File: config.mk
export PLATFORM = sky130hd
export DESIGN_NAME = sram_sp_be_ctrl_flat
export DESIGN_NICKNAME = d
export VERILOG_FILES = /design/src/rtl/sram_sp_be_ctrl_pkg.sv /design/src/rtl/sram_sp_be_ctrl_if.sv /design/src/rtl/sram_sp_be_ctrl_arb.sv /design/src/rtl/sram_sp_be_ctrl.sv /design/src/flat_wrapper.sv
export SDC_FILE = /design/constraint.sdc
export NUM_CORES = 1
export LEC_CHECK = 0
export CAP_MARGIN = 20
export CORE_MARGIN = 5
export CORE_UTILIZATION = 25
export CTS_BUF_LIST = sky130_fd_sc_hd__clkbuf_16
export CTS_CLUSTER_SIZE = 25
export DETAILED_ROUTE_END_ITERATION = 6
export HOLD_SLACK_MARGIN = 0.05
export PLACE_DENSITY = 0.59
export RECOVER_POWER = 100
export REMOVE_ABC_BUFFERS = 1
export SYNTH_ARGS = -nofsm -noshare
export SYNTH_HDL_FRONTEND = slang
export SYNTH_SLANG_ARGS = --single-unit
File: constraint.sdc
create_clock -name clk -period 3.6 [get_ports clk]
set_input_delay 0.72 -clock clk [delete_from_list [all_inputs] [get_ports clk]]
set_output_delay 0.72 -clock clk [all_outputs]
set_load 0.02 [all_outputs]
File: src/rtl/sram_sp_be_ctrl_pkg.sv
// Shared types for the single-port bit-enable SRAM controller.
// Used by sram_sp_be_ctrl, sram_sp_be_ctrl_arb and sram_sp_be_ctrl_if.
package sram_sp_be_ctrl_pkg;

   // Controller FSM: clear the array, then arbitrate forever
   typedef enum logic {
      StInit = 1'b0,
      StArb  = 1'b1
   } state_e;

   // Requester identity, also used as the read-response owner tag
   typedef enum logic {
      PortA = 1'b0,
      PortB = 1'b1
   } port_e;

endpackage

File: src/rtl/sram_sp_be_ctrl_if.sv
// Bus bundle for sram_sp_be_ctrl: two requester ports, the SRAM macro side
// and the init-done flag. 'slave' is the controller view, 'master' is the
// requester/macro view.
interface sram_sp_be_ctrl_if #(
   parameter int unsigned SIZE     = 256,
   parameter int unsigned SIZE_COL = 8,
   parameter int unsigned DATA_WD  = 32
);
   localparam int unsigned SIZE_WD = $clog2(SIZE);
   localparam int unsigned MSK_WD  = DATA_WD / SIZE_COL;

   logic               init_done_o;

   logic               a_req_val_i;
   logic               a_req_rdy_o;
   logic               a_req_wr_i;
   logic [SIZE_WD-1:0] a_req_adr_i;
   logic [MSK_WD-1:0]  a_req_msk_i;
   logic [DATA_WD-1:0] a_req_dat_i;
   logic               a_rsp_val_o;
   logic [DATA_WD-1:0] a_rsp_dat_o;

   logic               b_req_val_i;
   logic               b_req_rdy_o;
   logic               b_req_wr_i;
   logic [SIZE_WD-1:0] b_req_adr_i;
   logic [MSK_WD-1:0]  b_req_msk_i;
   logic [DATA_WD-1:0] b_req_dat_i;
   logic               b_rsp_val_o;
   logic [DATA_WD-1:0] b_rsp_dat_o;

   logic [SIZE_WD-1:0] sram_adr_o;
   logic [MSK_WD-1:0]  sram_wr_val_o;
   logic [DATA_WD-1:0] sram_wr_dat_o;
   logic               sram_rd_val_o;
   logic [DATA_WD-1:0] sram_rd_dat_i;

   modport slave (
      output init_done_o,
      input  a_req_val_i, a_req_wr_i, a_req_adr_i, a_req_msk_i, a_req_dat_i,
      output a_req_rdy_o, a_rsp_val_o, a_rsp_dat_o,
      input  b_req_val_i, b_req_wr_i, b_req_adr_i, b_req_msk_i, b_req_dat_i,
      output b_req_rdy_o, b_rsp_val_o, b_rsp_dat_o,
      output sram_adr_o, sram_wr_val_o, sram_wr_dat_o, sram_rd_val_o,
      input  sram_rd_dat_i
   );

   modport master (
      input  init_done_o,
      output a_req_val_i, a_req_wr_i, a_req_adr_i, a_req_msk_i, a_req_dat_i,
      input  a_req_rdy_o, a_rsp_val_o, a_rsp_dat_o,
      output b_req_val_i, b_req_wr_i, b_req_adr_i, b_req_msk_i, b_req_dat_i,
      input  b_req_rdy_o, b_rsp_val_o, b_rsp_dat_o,
      input  sram_adr_o, sram_wr_val_o, sram_wr_dat_o, sram_rd_val_o,
      output sram_rd_dat_i
   );

endinterface

File: src/rtl/sram_sp_be_ctrl_arb.sv
// Two-way grant logic for sram_sp_be_ctrl.
// SRAM_SP_BE_CTRL_RR_EN defined: round-robin on contention (pointer of last
// winner, reset to B so A wins first). Undefined: fixed priority, A wins.
module sram_sp_be_ctrl_arb
   import sram_sp_be_ctrl_pkg::*;
(
`ifdef SRAM_SP_BE_CTRL_RR_EN
   input  logic  clk,
   input  logic  rst_n,
`endif
   input  logic  en_i,
   input  logic  a_val_i,
   input  logic  b_val_i,
   output logic  gnt_val_o,
   output port_e gnt_port_o
);

   assign gnt_val_o = en_i & (a_val_i | b_val_i);

`ifdef SRAM_SP_BE_CTRL_RR_EN
   port_e last_q;

   // Pick the requester; on contention favour the one not granted last
   always_comb begin
      gnt_port_o = PortA;
      if (a_val_i && b_val_i) begin
         gnt_port_o = (last_q == PortA) ? PortB : PortA;
      end else if (b_val_i) begin
         gnt_port_o = PortB;
      end
   end

   // Remember the last winner on every transfer
   always_ff @(posedge clk) begin
      if (!rst_n) begin
         last_q <= PortB;
      end else if (gnt_val_o) begin
         last_q <= gnt_port_o;
      end
   end
`else
   // Fixed priority: A wins whenever it is valid
   always_comb begin
      gnt_port_o = (!a_val_i && b_val_i) ? PortB : PortA;
   end
`endif

endmodule

File: src/rtl/sram_sp_be_ctrl.sv
// Two-requester controller for a single-port bit-enable SRAM macro.
// Clears the array after reset, then grants one access per cycle and routes
// the 1-cycle-latency read data back to the issuing port.
// Optional macro SRAM_SP_BE_CTRL_RR_EN selects round-robin arbitration
// (default: fixed priority, port A first).
module sram_sp_be_ctrl
   import sram_sp_be_ctrl_pkg::*;
#(
   parameter int unsigned SIZE     = 256,
   parameter int unsigned SIZE_COL = 8,
   parameter int unsigned DATA_WD  = 32
) (
   input logic            clk,
   input logic            rst_n,
   sram_sp_be_ctrl_if.slave bus
);

   localparam int unsigned SIZE_WD = $clog2(SIZE);
   localparam int unsigned MSK_WD  = DATA_WD / SIZE_COL;
   localparam logic [SIZE_WD-1:0] LastAdr = SIZE_WD'(SIZE - 1);

   state_e             state_q, state_d;
   logic [SIZE_WD-1:0] cnt_q, cnt_d;

   logic               gnt_val;
   port_e              gnt_port;

   logic               sel_wr;
   logic [SIZE_WD-1:0] sel_adr;
   logic [MSK_WD-1:0]  sel_msk;
   logic [DATA_WD-1:0] sel_dat;

   logic               a_rdy, b_rdy;
   logic [SIZE_WD-1:0] sram_adr;
   logic [MSK_WD-1:0]  sram_wr_val;
   logic [DATA_WD-1:0] sram_wr_dat;
   logic               sram_rd_val;

   logic               rsp_val_q, rsp_val_d;
   port_e              rsp_own_q, rsp_own_d;
   logic               a_rsp_val, b_rsp_val;
   logic [DATA_WD-1:0] a_hold_q, b_hold_q;

   sram_sp_be_ctrl_arb u_arb (
`ifdef SRAM_SP_BE_CTRL_RR_EN
      .clk        (clk),
      .rst_n      (rst_n),
`endif
      .en_i       (state_q == StArb),
      .a_val_i    (bus.a_req_val_i),
      .b_val_i    (bus.b_req_val_i),
      .gnt_val_o  (gnt_val),
      .gnt_port_o (gnt_port)
   );

   // Route the granted port's request fields
   always_comb begin
      sel_wr  = bus.a_req_wr_i;
      sel_adr = bus.a_req_adr_i;
      sel_msk = bus.a_req_msk_i;
      sel_dat = bus.a_req_dat_i;
      if (gnt_port == PortB) begin
         sel_wr  = bus.b_req_wr_i;
         sel_adr = bus.b_req_adr_i;
         sel_msk = bus.b_req_msk_i;
         sel_dat = bus.b_req_dat_i;
      end
   end

   // FSM next state, clear sweep and SRAM command generation
   always_comb begin
      state_d     = state_q;
      cnt_d       = cnt_q;
      sram_adr    = '0;
      sram_wr_val = '0;
      sram_wr_dat = '0;
      sram_rd_val = 1'b0;
      a_rdy       = 1'b0;
      b_rdy       = 1'b0;
      rsp_val_d   = 1'b0;
      rsp_own_d   = rsp_own_q;
      unique case (state_q)
         StInit: begin
            sram_adr    = cnt_q;
            sram_wr_val = '1;
            cnt_d       = cnt_q + 1'b1;
            if (cnt_q == LastAdr) begin
               state_d = StArb;
            end
         end
         StArb: begin
            if (gnt_val) begin
               a_rdy    = (gnt_port == PortA);
               b_rdy    = (gnt_port == PortB);
               sram_adr = sel_adr;
               if (sel_wr) begin
                  sram_wr_val = sel_msk;
                  sram_wr_dat = sel_dat;
               end else begin
                  sram_rd_val = 1'b1;
                  rsp_val_d   = 1'b1;
                  rsp_own_d   = gnt_port;
               end
            end
         end
         default: ;
      endcase
   end

   // State, clear counter and read-response tag
   always_ff @(posedge clk) begin
      if (!rst_n) begin
         state_q   <= StInit;
         cnt_q     <= '0;
         rsp_val_q <= 1'b0;
         rsp_own_q <= PortA;
      end else begin
         state_q   <= state_d;
         cnt_q     <= cnt_d;
         rsp_val_q <= rsp_val_d;
         rsp_own_q <= rsp_own_d;
      end
   end

   assign a_rsp_val = rsp_val_q && (rsp_own_q == PortA);
   assign b_rsp_val = rsp_val_q && (rsp_own_q == PortB);

   // Keep the last delivered word so rsp_dat never shows macro garbage
   always_ff @(posedge clk) begin
      if (!rst_n) begin
         a_hold_q <= '0;
         b_hold_q <= '0;
      end else begin
         if (a_rsp_val) a_hold_q <= bus.sram_rd_dat_i;
         if (b_rsp_val) b_hold_q <= bus.sram_rd_dat_i;
      end
   end

   assign bus.init_done_o   = (state_q == StArb);
   assign bus.a_req_rdy_o   = a_rdy;
   assign bus.b_req_rdy_o   = b_rdy;
   assign bus.a_rsp_val_o   = a_rsp_val;
   assign bus.b_rsp_val_o   = b_rsp_val;
   assign bus.a_rsp_dat_o   = a_rsp_val ? bus.sram_rd_dat_i : a_hold_q;
   assign bus.b_rsp_dat_o   = b_rsp_val ? bus.sram_rd_dat_i : b_hold_q;
   assign bus.sram_adr_o    = sram_adr;
   assign bus.sram_wr_val_o = sram_wr_val;
   assign bus.sram_wr_dat_o = sram_wr_dat;
   assign bus.sram_rd_val_o = sram_rd_val;

endmodule
File: src/flat_wrapper.sv
// flat-port wrapper written by rule: the top's interface ports become plain ports
module sram_sp_be_ctrl_flat import sram_sp_be_ctrl_pkg::*;
#(
   parameter int unsigned SIZE     = 256,
   parameter int unsigned SIZE_COL = 8,
   parameter int unsigned DATA_WD  = 32
)
  (clk, rst_n, bus_init_done_o, bus_a_req_val_i, bus_a_req_wr_i, bus_a_req_adr_i, bus_a_req_msk_i, bus_a_req_dat_i, bus_a_req_rdy_o, bus_a_rsp_val_o, bus_a_rsp_dat_o, bus_b_req_val_i, bus_b_req_wr_i, bus_b_req_adr_i, bus_b_req_msk_i, bus_b_req_dat_i, bus_b_req_rdy_o, bus_b_rsp_val_o, bus_b_rsp_dat_o, bus_sram_adr_o, bus_sram_wr_val_o, bus_sram_wr_dat_o, bus_sram_rd_val_o, bus_sram_rd_dat_i);
  sram_sp_be_ctrl_if #(.SIZE(SIZE), .SIZE_COL(SIZE_COL), .DATA_WD(DATA_WD)) bus_i ();
  input logic clk;
  input logic rst_n;
  output wire logic [$bits(bus_i.init_done_o)-1:0] bus_init_done_o;
  input wire logic [$bits(bus_i.a_req_val_i)-1:0] bus_a_req_val_i;
  input wire logic [$bits(bus_i.a_req_wr_i)-1:0] bus_a_req_wr_i;
  input wire logic [$bits(bus_i.a_req_adr_i)-1:0] bus_a_req_adr_i;
  input wire logic [$bits(bus_i.a_req_msk_i)-1:0] bus_a_req_msk_i;
  input wire logic [$bits(bus_i.a_req_dat_i)-1:0] bus_a_req_dat_i;
  output wire logic [$bits(bus_i.a_req_rdy_o)-1:0] bus_a_req_rdy_o;
  output wire logic [$bits(bus_i.a_rsp_val_o)-1:0] bus_a_rsp_val_o;
  output wire logic [$bits(bus_i.a_rsp_dat_o)-1:0] bus_a_rsp_dat_o;
  input wire logic [$bits(bus_i.b_req_val_i)-1:0] bus_b_req_val_i;
  input wire logic [$bits(bus_i.b_req_wr_i)-1:0] bus_b_req_wr_i;
  input wire logic [$bits(bus_i.b_req_adr_i)-1:0] bus_b_req_adr_i;
  input wire logic [$bits(bus_i.b_req_msk_i)-1:0] bus_b_req_msk_i;
  input wire logic [$bits(bus_i.b_req_dat_i)-1:0] bus_b_req_dat_i;
  output wire logic [$bits(bus_i.b_req_rdy_o)-1:0] bus_b_req_rdy_o;
  output wire logic [$bits(bus_i.b_rsp_val_o)-1:0] bus_b_rsp_val_o;
  output wire logic [$bits(bus_i.b_rsp_dat_o)-1:0] bus_b_rsp_dat_o;
  output wire logic [$bits(bus_i.sram_adr_o)-1:0] bus_sram_adr_o;
  output wire logic [$bits(bus_i.sram_wr_val_o)-1:0] bus_sram_wr_val_o;
  output wire logic [$bits(bus_i.sram_wr_dat_o)-1:0] bus_sram_wr_dat_o;
  output wire logic [$bits(bus_i.sram_rd_val_o)-1:0] bus_sram_rd_val_o;
  input wire logic [$bits(bus_i.sram_rd_dat_i)-1:0] bus_sram_rd_dat_i;
  assign bus_init_done_o = bus_i.init_done_o;
  assign bus_i.a_req_val_i = bus_a_req_val_i;
  assign bus_i.a_req_wr_i = bus_a_req_wr_i;
  assign bus_i.a_req_adr_i = bus_a_req_adr_i;
  assign bus_i.a_req_msk_i = bus_a_req_msk_i;
  assign bus_i.a_req_dat_i = bus_a_req_dat_i;
  assign bus_a_req_rdy_o = bus_i.a_req_rdy_o;
  assign bus_a_rsp_val_o = bus_i.a_rsp_val_o;
  assign bus_a_rsp_dat_o = bus_i.a_rsp_dat_o;
  assign bus_i.b_req_val_i = bus_b_req_val_i;
  assign bus_i.b_req_wr_i = bus_b_req_wr_i;
  assign bus_i.b_req_adr_i = bus_b_req_adr_i;
  assign bus_i.b_req_msk_i = bus_b_req_msk_i;
  assign bus_i.b_req_dat_i = bus_b_req_dat_i;
  assign bus_b_req_rdy_o = bus_i.b_req_rdy_o;
  assign bus_b_rsp_val_o = bus_i.b_rsp_val_o;
  assign bus_b_rsp_dat_o = bus_i.b_rsp_dat_o;
  assign bus_sram_adr_o = bus_i.sram_adr_o;
  assign bus_sram_wr_val_o = bus_i.sram_wr_val_o;
  assign bus_sram_wr_dat_o = bus_i.sram_wr_dat_o;
  assign bus_sram_rd_val_o = bus_i.sram_rd_val_o;
  assign bus_i.sram_rd_dat_i = bus_sram_rd_dat_i;
  sram_sp_be_ctrl #(.SIZE(SIZE), .SIZE_COL(SIZE_COL), .DATA_WD(DATA_WD)) u_core (.clk(clk), .rst_n(rst_n), .bus(bus_i));
endmodule
* Word level (Yosys, flattened, before mapping)
Index checks and enable logic that the tools add are counted.
** Operators by class
- Add/subtract/negate cells :: 1
- Eq/ne operators :: 1
- Mux-type cells :: 24
- Bitwise logic cells :: 6
- Reductions and logical operators :: 5
** Operators by type and width (number)
- 32-bit 2-to-1 mux :: 6
- 8-bit 2-to-1 mux :: 2
- 8-bit one-hot mux with 2 select lines :: 1
- 4-bit 2-to-1 mux :: 3
- 1-bit 2-to-1 mux :: 11
- 8-bit by 1-bit adder with 8-bit output, second input constant :: 1
- 8-bit == test, second input constant :: 1
- 4-bit one-hot mux with 2 select lines :: 1
- 1-bit inverter :: 4
- 1-bit logical AND :: 3
- 3-bit AND reduction :: 1
- 1-bit AND :: 1
- 1-bit zero test :: 1
- 1-bit bitwise OR :: 1
** Word-level totals
- Flip-flop bits (word level) :: 75
- Bits of input ports :: 126
- Logic and storage cells :: 43

* Longest topological paths before layout
Gate-level depths: netlist (run 1).
- Depth after elaboration :: 7
- Mapped depth :: 5
- Gate-level depth less buffers :: 4

* By module
From an unflattened synthesis (run 1), not the netlist that was laid out.
** Unflattened totals
- Cell total of the unflattened synthesis :: 372
- Area, all modules :: 3707.3 um2
** By module, submodules not included
- sram_sp_be_ctrl :: times used 1, cells each 370, area each 3693.5 um2, seq. area each 1501.4 um2
- sram_sp_be_ctrl_arb :: times used 1, cells each 2, area each 13.8 um2, seq. area each 0.0 um2

* Worst setup path after synthesis (run 1)
No wires, ideal clock.
- Path kind :: input port to output port
- Start point :: input bus_a_req_val_i
- End point :: output bus_sram_wr_dat_o[10]
- Arrival time :: 1.635 ns
- Path slack :: 1.245 ns
- Stages :: 4
- Cell sequence :: nand3b_1 a21o_1 clkbuf_1 a21oi_1
** Between the ends
- Word-level cells in the longest chain between the ends :: 7
** Ends and longest elaborated chain
- start, declared :: RTL line flat_wrapper.sv:13 : input wire logic [$bits(bus_i.a_req_val_i)-1:0] bus_a_req_val_i;
- 1-bit zero test :: RTL line sram_sp_be_ctrl_arb.sv:44 : gnt_port_o = (!a_val_i && b_val_i) ? PortB : PortA;
- 1-bit logical AND :: RTL line sram_sp_be_ctrl_arb.sv:44
- 1-bit 2-to-1 mux :: RTL line sram_sp_be_ctrl_arb.sv:44
- 32-bit 2-to-1 mux or 1-bit 2-to-1 mux (tied branches) :: RTL line sram_sp_be_ctrl.sv:62 : if (gnt_port == PortB) begin
- 32-bit 2-to-1 mux :: RTL line sram_sp_be_ctrl.sv:96 : if (sel_wr) begin
- 32-bit 2-to-1 mux (*) :: RTL line sram_sp_be_ctrl.sv:92 : if (gnt_val) begin
- 32-bit 2-to-1 mux (*) :: RTL line sram_sp_be_ctrl.sv:82 : unique case (state_q)
- end, declared :: RTL line flat_wrapper.sv:31 : output wire logic [$bits(bus_i.sram_wr_dat_o)-1:0] bus_sram_wr_dat_o;
Every way passes the cells marked *; elsewhere a longest branch is shown, timed or not.

* Final worst setup path (run 1)
- Start point :: input bus_a_req_val_i
- End point :: output bus_sram_wr_val_o[0]
** Between the ends
- Word-level cells in the longest chain between the ends :: 7
** Ends and longest elaborated chain
- 1-bit zero test :: RTL line sram_sp_be_ctrl_arb.sv:44
- 1-bit logical AND :: RTL line sram_sp_be_ctrl_arb.sv:44
- 1-bit 2-to-1 mux :: RTL line sram_sp_be_ctrl_arb.sv:44
- 4-bit 2-to-1 mux or 1-bit 2-to-1 mux (tied branches) :: RTL line sram_sp_be_ctrl.sv:62
- 4-bit 2-to-1 mux :: RTL line sram_sp_be_ctrl.sv:96
- 4-bit 2-to-1 mux (*) :: RTL line sram_sp_be_ctrl.sv:92
- 4-bit one-hot mux with 2 select lines (*) :: RTL line sram_sp_be_ctrl.sv:82
- end, declared :: RTL line flat_wrapper.sv:30 : output wire logic [$bits(bus_i.sram_wr_val_o)-1:0] bus_sram_wr_val_o;
Marked as above.

==> results.cfg, run 1 <==
[status]
outcome = complete, no violations

[clock_tree]
clock_latency_ns = 0.32
post_cts_buffers = 0
cts_buffers = 9
cts_hold_buffers = 0
cts_tree = built
cts-root-buf = clkbuf_16
clock_sink_count = 75
cts.clk_slew.worst_paths_ns = 0.05
cts_max_path_buffers = 2
post_cts_resized = 0
cts-htree-levels = 3

[synth]
synth_area_leaders = dfxtp_1 (40%), mux2_2 (11%), and2_1 (11%), mux2_4 (10%), nand2_1 (6.7%)
synth_compound_area_share_pct = 8.556
synth_top_family_by_area = multiplexers
syn_avg_cell_area_sq_um = 9.215
yosysSeqAreaShare_pct = 39.64
syn_area_sq_um = 3787
synthSimpleGateAreaFrac_pct = 22.89
yosysUniqueCellTypes = 32
ys_ff_latch = 75
ys.warnings.count = 0
synth_enable_flop_cells = 0
synthAdderAreaFrac_pct = 0.3304
netlist.area_leader.share_pct = 39.64
synthXorXnorAreaFrac_pct = 0.9250
synthFlopType = dfxtp_1
yosysTopAreaCell = dfxtp_1
synth_mux_area_share_pct = 22.93
async_flop_share_pct = 0
synthCells = 411

[grt]
overflow = 0
grt_pass1_vias = 3701
grt_pass1_wl_um = 21490
antenna_found_initial = 0
grt_max_degree = 41
globalRouteTotalUtil_pct = 15.54

[critical_path]
path_cells = clkdlybuf4s50_1 > nand2b_1 > buf_12 > mux2i_1 > o21ai_0 > dlygate4sd3_1
crit_slowest_cell = dlygate4sd3_1
cp-start-kind = input port
critical_path_arrival_ns = 2.78
max_stage_delay_ns = 0.67
end_kind = output pin
worst-path-stages = 6
crit_type = input port to output pin
critical_path.top_delay_family = buffers and inverters
cp_max_fo = 37
worst-r2r-cell-count = 4
cp.required_ns = 2.88
path_buf_inv = 3

[timing]
fin_setup_tns_ns = 0
fmaxAchievable_ghz = 0.2860
setup_viol = 0
relSlewSlack_pct = 3.254
fin_crit_ns = 3.497
hold_viol = 0
period_share_pct = 97.14
slew_viol_final = 0
finClkSkew_ns = 0.005505
worst_pin_slew_ns = 1.451
rsz0062_at_grt = no

[finish]
num_antenna_cells = 0
areaGrowthSynthToFinish_pct = 75.36
stdcell_area_sq_um = 6641
seqCellArea_sq_um = 1501
multi_input_area_sq_um = 2068
fin_nets = 768
layout-drive-gt1-share_pct = 11.92
nFillCells = 1459

[routing]
top_layer = met4
wl_met1_um = 5760
vias = 3668
drcViolationCount = 0
wl_met2_um = 7599
postRouteAntennaNets = 0
wl_met3_um = 530
routed_wl_um = 14240
dr.pass1.iters = 4
drt-initial-drc-count = 205
detail_route.wl_per_cell_um = 17.07
vias_per_cell = 4.398

[floorplanning]
initial_core_util_pct = 25.19
fp.coreArea_sq_um = 15030
die_w_um = 133.1
die-area_sq_um = 17710
dieHeight_um = 133.1
ios = 240
rows = 45

[pwr]
vdd_drop_max_v = 0.0002135
p_leak_nw = 3.022
p_per_area_nw_per_um2 = 312.2

[hold_path]
min_path_cells = 2
min_path_type = flop to flop

[flow_run]
drv_cap = 0

[place]
dp_hpwl_um = 11160
io_buffers = 239
place_area_sq_um = 6364
place_congestion = 0.9598
[where the power goes]
| part | total (mW) | switching [mW] | internal, mW |
|---|---|---|---|
| clock network | 1.01 | 0.336 | 0.675 |
| registers | 0.838 | 0.00484 | 0.833 |
| logic | 0.224 | 0.0794 | 0.145 |
[worst register-to-register path, cell delays in order, from the launching register on]
cell and delay (ns):
dfxtp_1 0.36, nand2b_1 0.61, buf_4 0.36, mux2_1 0.37
and2_1 0.16
[logic make-up after synthesis]
kind of cell,Yosys count
xor gates and xnor gates,4
muxes,69
and+or+nand+nor,170
buffers and inverters,35
AOI/OAI and AO/OA,57
DFF,75
adders and majority gates,1
[placed cells by master, fill, tap and decap left out, types with 2 or more instances in the layout]
cell type / count
nor2_1: 20
clkinv_2: 2
or3_1: 2
xnor2_1: 2
bufinv_16: 3
nand2b_1: 3
mux2_2: 35
xor2_1: 2
inv_1: 5
and2_0: 22
and2_1: 46
dfxtp_1: 75
mux2_1: 14
o21ai_0: 8
buf_12: 2
clkdlybuf4s50_1: 149
a21oi_1: 37
buf_4: 5
mux2i_1: 5
nand2_1: 68
a221oi_1: 8
clkbuf_1: 3
mux2_4: 15
clkbuf_16: 9
dlygate4sd3_1: 88
[cells in the mapped netlist, types with 3 or more instances]
| cell | n |
|---|---|
| clkbuf_1 | 16 |
| mux2_4 | 26 |
| o21ai_0 | 8 |
| mux2i_1 | 5 |
| and2_1 | 68 |
| buf_6 | 5 |
| buf_2 | 8 |
| a21oi_1 | 37 |
| nor2_1 | 20 |
| inv_1 | 5 |
| nand2b_1 | 3 |
| mux2_2 | 38 |
| dfxtp_1 | 75 |
| a221oi_1 | 8 |
| nand2_1 | 68 |
[sequential cells by signal, summed over array words and instances (netlist names)]
signal,flops
u_core.rsp_val_q,1
u_core.rsp_own_q,1
u_core.b_hold_q,32
u_core.bus.init_done_o,1
u_core.a_hold_q,32
u_core.cnt_q,8
[per-stage QoR]
step / utilization [%] / worst slack, ns / cells / power [mW] / hold slack [ns]
after floorplan: - / 0.2262 / 382 / 0.9004 / 0.4655
after global placement: 42.33 / 0.08238 / 818 / 1.079 / 0.4823
after detailed placement: 42.33 / 0.08983 / 818 / 1.081 / 0.5011
after CTS: 44.60 / 0.07211 / 834 / 2.112 / 0.5169
after global routing: 44.18 / 0.01543 / 834 / 2.161 / 0.5445
final: 44.18 / 0.1029 / 834 / 2.073 / 0.5138
[metal layers]
metal,global-route usage [%],vias up
met5,0,-
met4,5.139,0
met3,3.080,23
met2,28.08,87
met1,18.32,1721
li1,-,1837
[worst paths after layout]
kind                            slack [ns]        startpoint                   end
worst max-delay path                  0.10   bus_a_req_val_i  bus_sram_wr_val_o[0]
worst min-delay path                  0.51  u_core.rsp_own_q      u_core.rsp_own_q
worst max register to register        1.64  u_core.rsp_own_q   u_core.a_hold_q[10]
worst min register to register        0.51  u_core.rsp_own_q      u_core.rsp_own_q
[area by class of cell]
cell class                      count  share of cell area, %
Timing Repair Buffer              248                  37.23
Inverter                            6                 0.3391
Multi-Input combinational cell    301                  31.14
Tap cell                          188                  3.542
Sequential cell                    75                  22.61
Clock inverter                      7                  1.752
Clock buffer                        9                  3.391
(Power assumes the default switching activity.)
==> run 2, diff against run 1 <==
--- a/config.mk
+++ b/config.mk
@@ -6,13 +6,15 @@
 export NUM_CORES = 1
 export LEC_CHECK = 0
 export CAP_MARGIN = 20
+export CELL_PAD_IN_SITES_DETAIL_PLACEMENT = 1
+export CELL_PAD_IN_SITES_GLOBAL_PLACEMENT = 1
 export CORE_MARGIN = 5
 export CORE_UTILIZATION = 25
 export CTS_BUF_LIST = sky130_fd_sc_hd__clkbuf_16
 export CTS_CLUSTER_SIZE = 25
 export DETAILED_ROUTE_END_ITERATION = 6
 export HOLD_SLACK_MARGIN = 0.05
-export PLACE_DENSITY = 0.59
+export PLACE_DENSITY = 0.79
 export RECOVER_POWER = 100
 export REMOVE_ABC_BUFFERS = 1
 export SYNTH_ARGS = -nofsm -noshare
==> run 2 against run 1 <==
Cell count rose by 0.48%. Clock skew is 0.0047 ns higher. Critical path depth did not move. Core utilization is essentially flat. Global-route usage grew 1.2 points. Worst hold slack better by 0.011 ns. Combinational power grew 2%. Design area barely moved. Sequential cell count is the same. Maximum frequency fell by 0.63%. First-iteration DRC count shrank 26%. Register-to-register slack got worse by 0.11 ns. Critical path type unchanged.
==> results.cfg, run 2 (synthesis results as in run 1) <==
[critical_path]
cp-start-kind = input port
cp.required_ns = 2.88
end_kind = output pin
cp_max_fo = 32
path_buf_inv = 3
path_cells = clkdlybuf4s50_1 > nand2b_1 > buf_12 > mux2i_1 > o21ai_0 > dlygate4sd3_1
crit_type = input port to output pin
crit_slowest_cell = dlygate4sd3_1
max_stage_delay_ns = 0.74
critical_path_arrival_ns = 2.80
critical_path.top_delay_family = buffers and inverters

[grt]
globalRouteTotalUtil_pct = 16.70
grt_pass1_wl_um = 23260
overflow = 0
grt_max_degree = 67
grt_pass1_vias = 4150
antenna_found_initial = 1

[timing]
worst_pin_slew_ns = 1.036
finalWorstSetupSlack_ns = 0.08066
fmaxAchievable_ghz = 0.2841
finClkSkew_ns = 0.01025
rsz0062_at_grt = no
setup_viol = 0
period_share_pct = 97.76
slew_viol_final = 0
fin_crit_ns = 3.519
relSlewSlack_pct = 30.92
fin_setup_tns_ns = 0
hold_viol = 0

[place]
io_buffers = 239
place_congestion = 0.8719
placed_cells = 821
dp_hpwl_um = 12160
post-place-ws_ns = 0.06340

[clock_tree]
cts-root-buf = clkbuf_16
cts_buffers = 9
cts-htree-levels = 3
cts.clk_slew.worst_paths_ns = 0.06
cts_max_path_buffers = 2
clock_latency_ns = 0.33
clock_sink_count = 75
post_cts_buffers = 0
cts_tree = built

[finish]
final_common_cell = clkdlybuf4s50_1
fin_nets = 771
fin_util_pct = 44.20
layout_common_cells = clkdlybuf4s50_1 (172), dfxtp_1 (75), nand2_1 (68)
largestRegisters = u_core.a_hold_q (32), u_core.b_hold_q (32), u_core.cnt_q (8)
areaGrowthSynthToFinish_pct = 75.45
stdcell_count = 838
layout-drive-gt1-share_pct = 13.87

[routing]
routed_wl_um = 15330
detail_route.wl_per_cell_um = 18.29
drcViolationCount = 0
top_layer = met4
dr.pass1.iters = 4
postRouteAntennaNets = 0
wl_met2_um = 8059
vias = 3797
wl_met3_um = 925
drt-initial-drc-count = 151
vias_per_cell = 4.531
wl_met1_um = 5908

[floorplanning]
fp.coreArea_sq_um = 15030
dieHeight_um = 133.1
initial_core_util_pct = 25.19
die-area_sq_um = 17710
die_w_um = 133.1
rows = 45
ios = 240

[pwr]
total_power_mw = 2.020
p_leak_nw = 2.946
p_per_area_nw_per_um2 = 303.9
vdd_drop_max_v = 0.0002219

[status]
outcome = complete, no violations

[flow_run]
drv_cap = 0

[hold_path]
min_path_type = flop to flop
-- run 2: changes by cell type in the layout (fill, tap and decap cells not counted), moves of 2 or more --
cell / delta
and2_0: -4
and2_1: +4
clkbuf_2: +3
clkdlybuf4s50_1: +23
clkinv_2: -2
dlygate4sd3_1: -24
mux2_1: -11
mux2_2: +3
mux2_4: +8
-- run 2: cell type report --
type                    instances  area (sq um)
multi-input cells             301          2101
repair buffers                251          2465
inverters                       6         22.52
clock buffers                   9         225.2
diodes                          1         2.502
clock inverters                 7         92.59
well taps                     188         235.2
flip-flops and latches         75          1501
fillers                      1714          8388
-- run 2: through the flow --
stage               hold WS [ns]  instance area (sq um)
CTS                       0.5148                   6694
global route              0.5424                   6645
floorplan                 0.4655                   3631
global placement          0.4860                   6376
finish                    0.5247                   6645
detailed placement        0.5046                   6376
-- run 2: final timing paths --
check / startpoint / to / slack [ns] / cells past startpoint
worst max register to register: u_core.rsp_own_q / u_core.a_hold_q[16] / 1.53 / 4
worst min register to register: u_core.cnt_q[6] / u_core.cnt_q[6] / 0.52 / 2
worst max-delay path: bus_a_req_val_i / bus_sram_wr_val_o[0] / 0.08 / 6
worst min-delay path: u_core.cnt_q[6] / u_core.cnt_q[6] / 0.52 / 2
-- run 2: power breakdown --
group | internal, mW | switching, mW | total, mW | leakage (nW)
Combinational | 0.146 | 0.0828 | 0.229 | 2.19
Clock | 0.605 | 0.348 | 0.953 | 0.155
Sequential | 0.833 | 0.00491 | 0.838 | 0.604
-- run 2: worst min-delay path, cell delays in order, from the launching register on --
cell and delay (ns):
dfxtp_1 0.33, o21ai_0 0.08, a21oi_1 0.07
-- run 2: timing repair --
item | in CTS | in global routing
resized for setup | 0 | 2
setup endpoints to repair | 0 | 2
hold buffers | 0 | 0
-- run 2: routing by layer --
layer  vias to the layer above  global-route usage, %
met5                         -                      0
met3                        26                  4.905
met4                         0                  6.120
li1                       1835                      -
met2                       105                  30.25
met1                      1831                  18.42
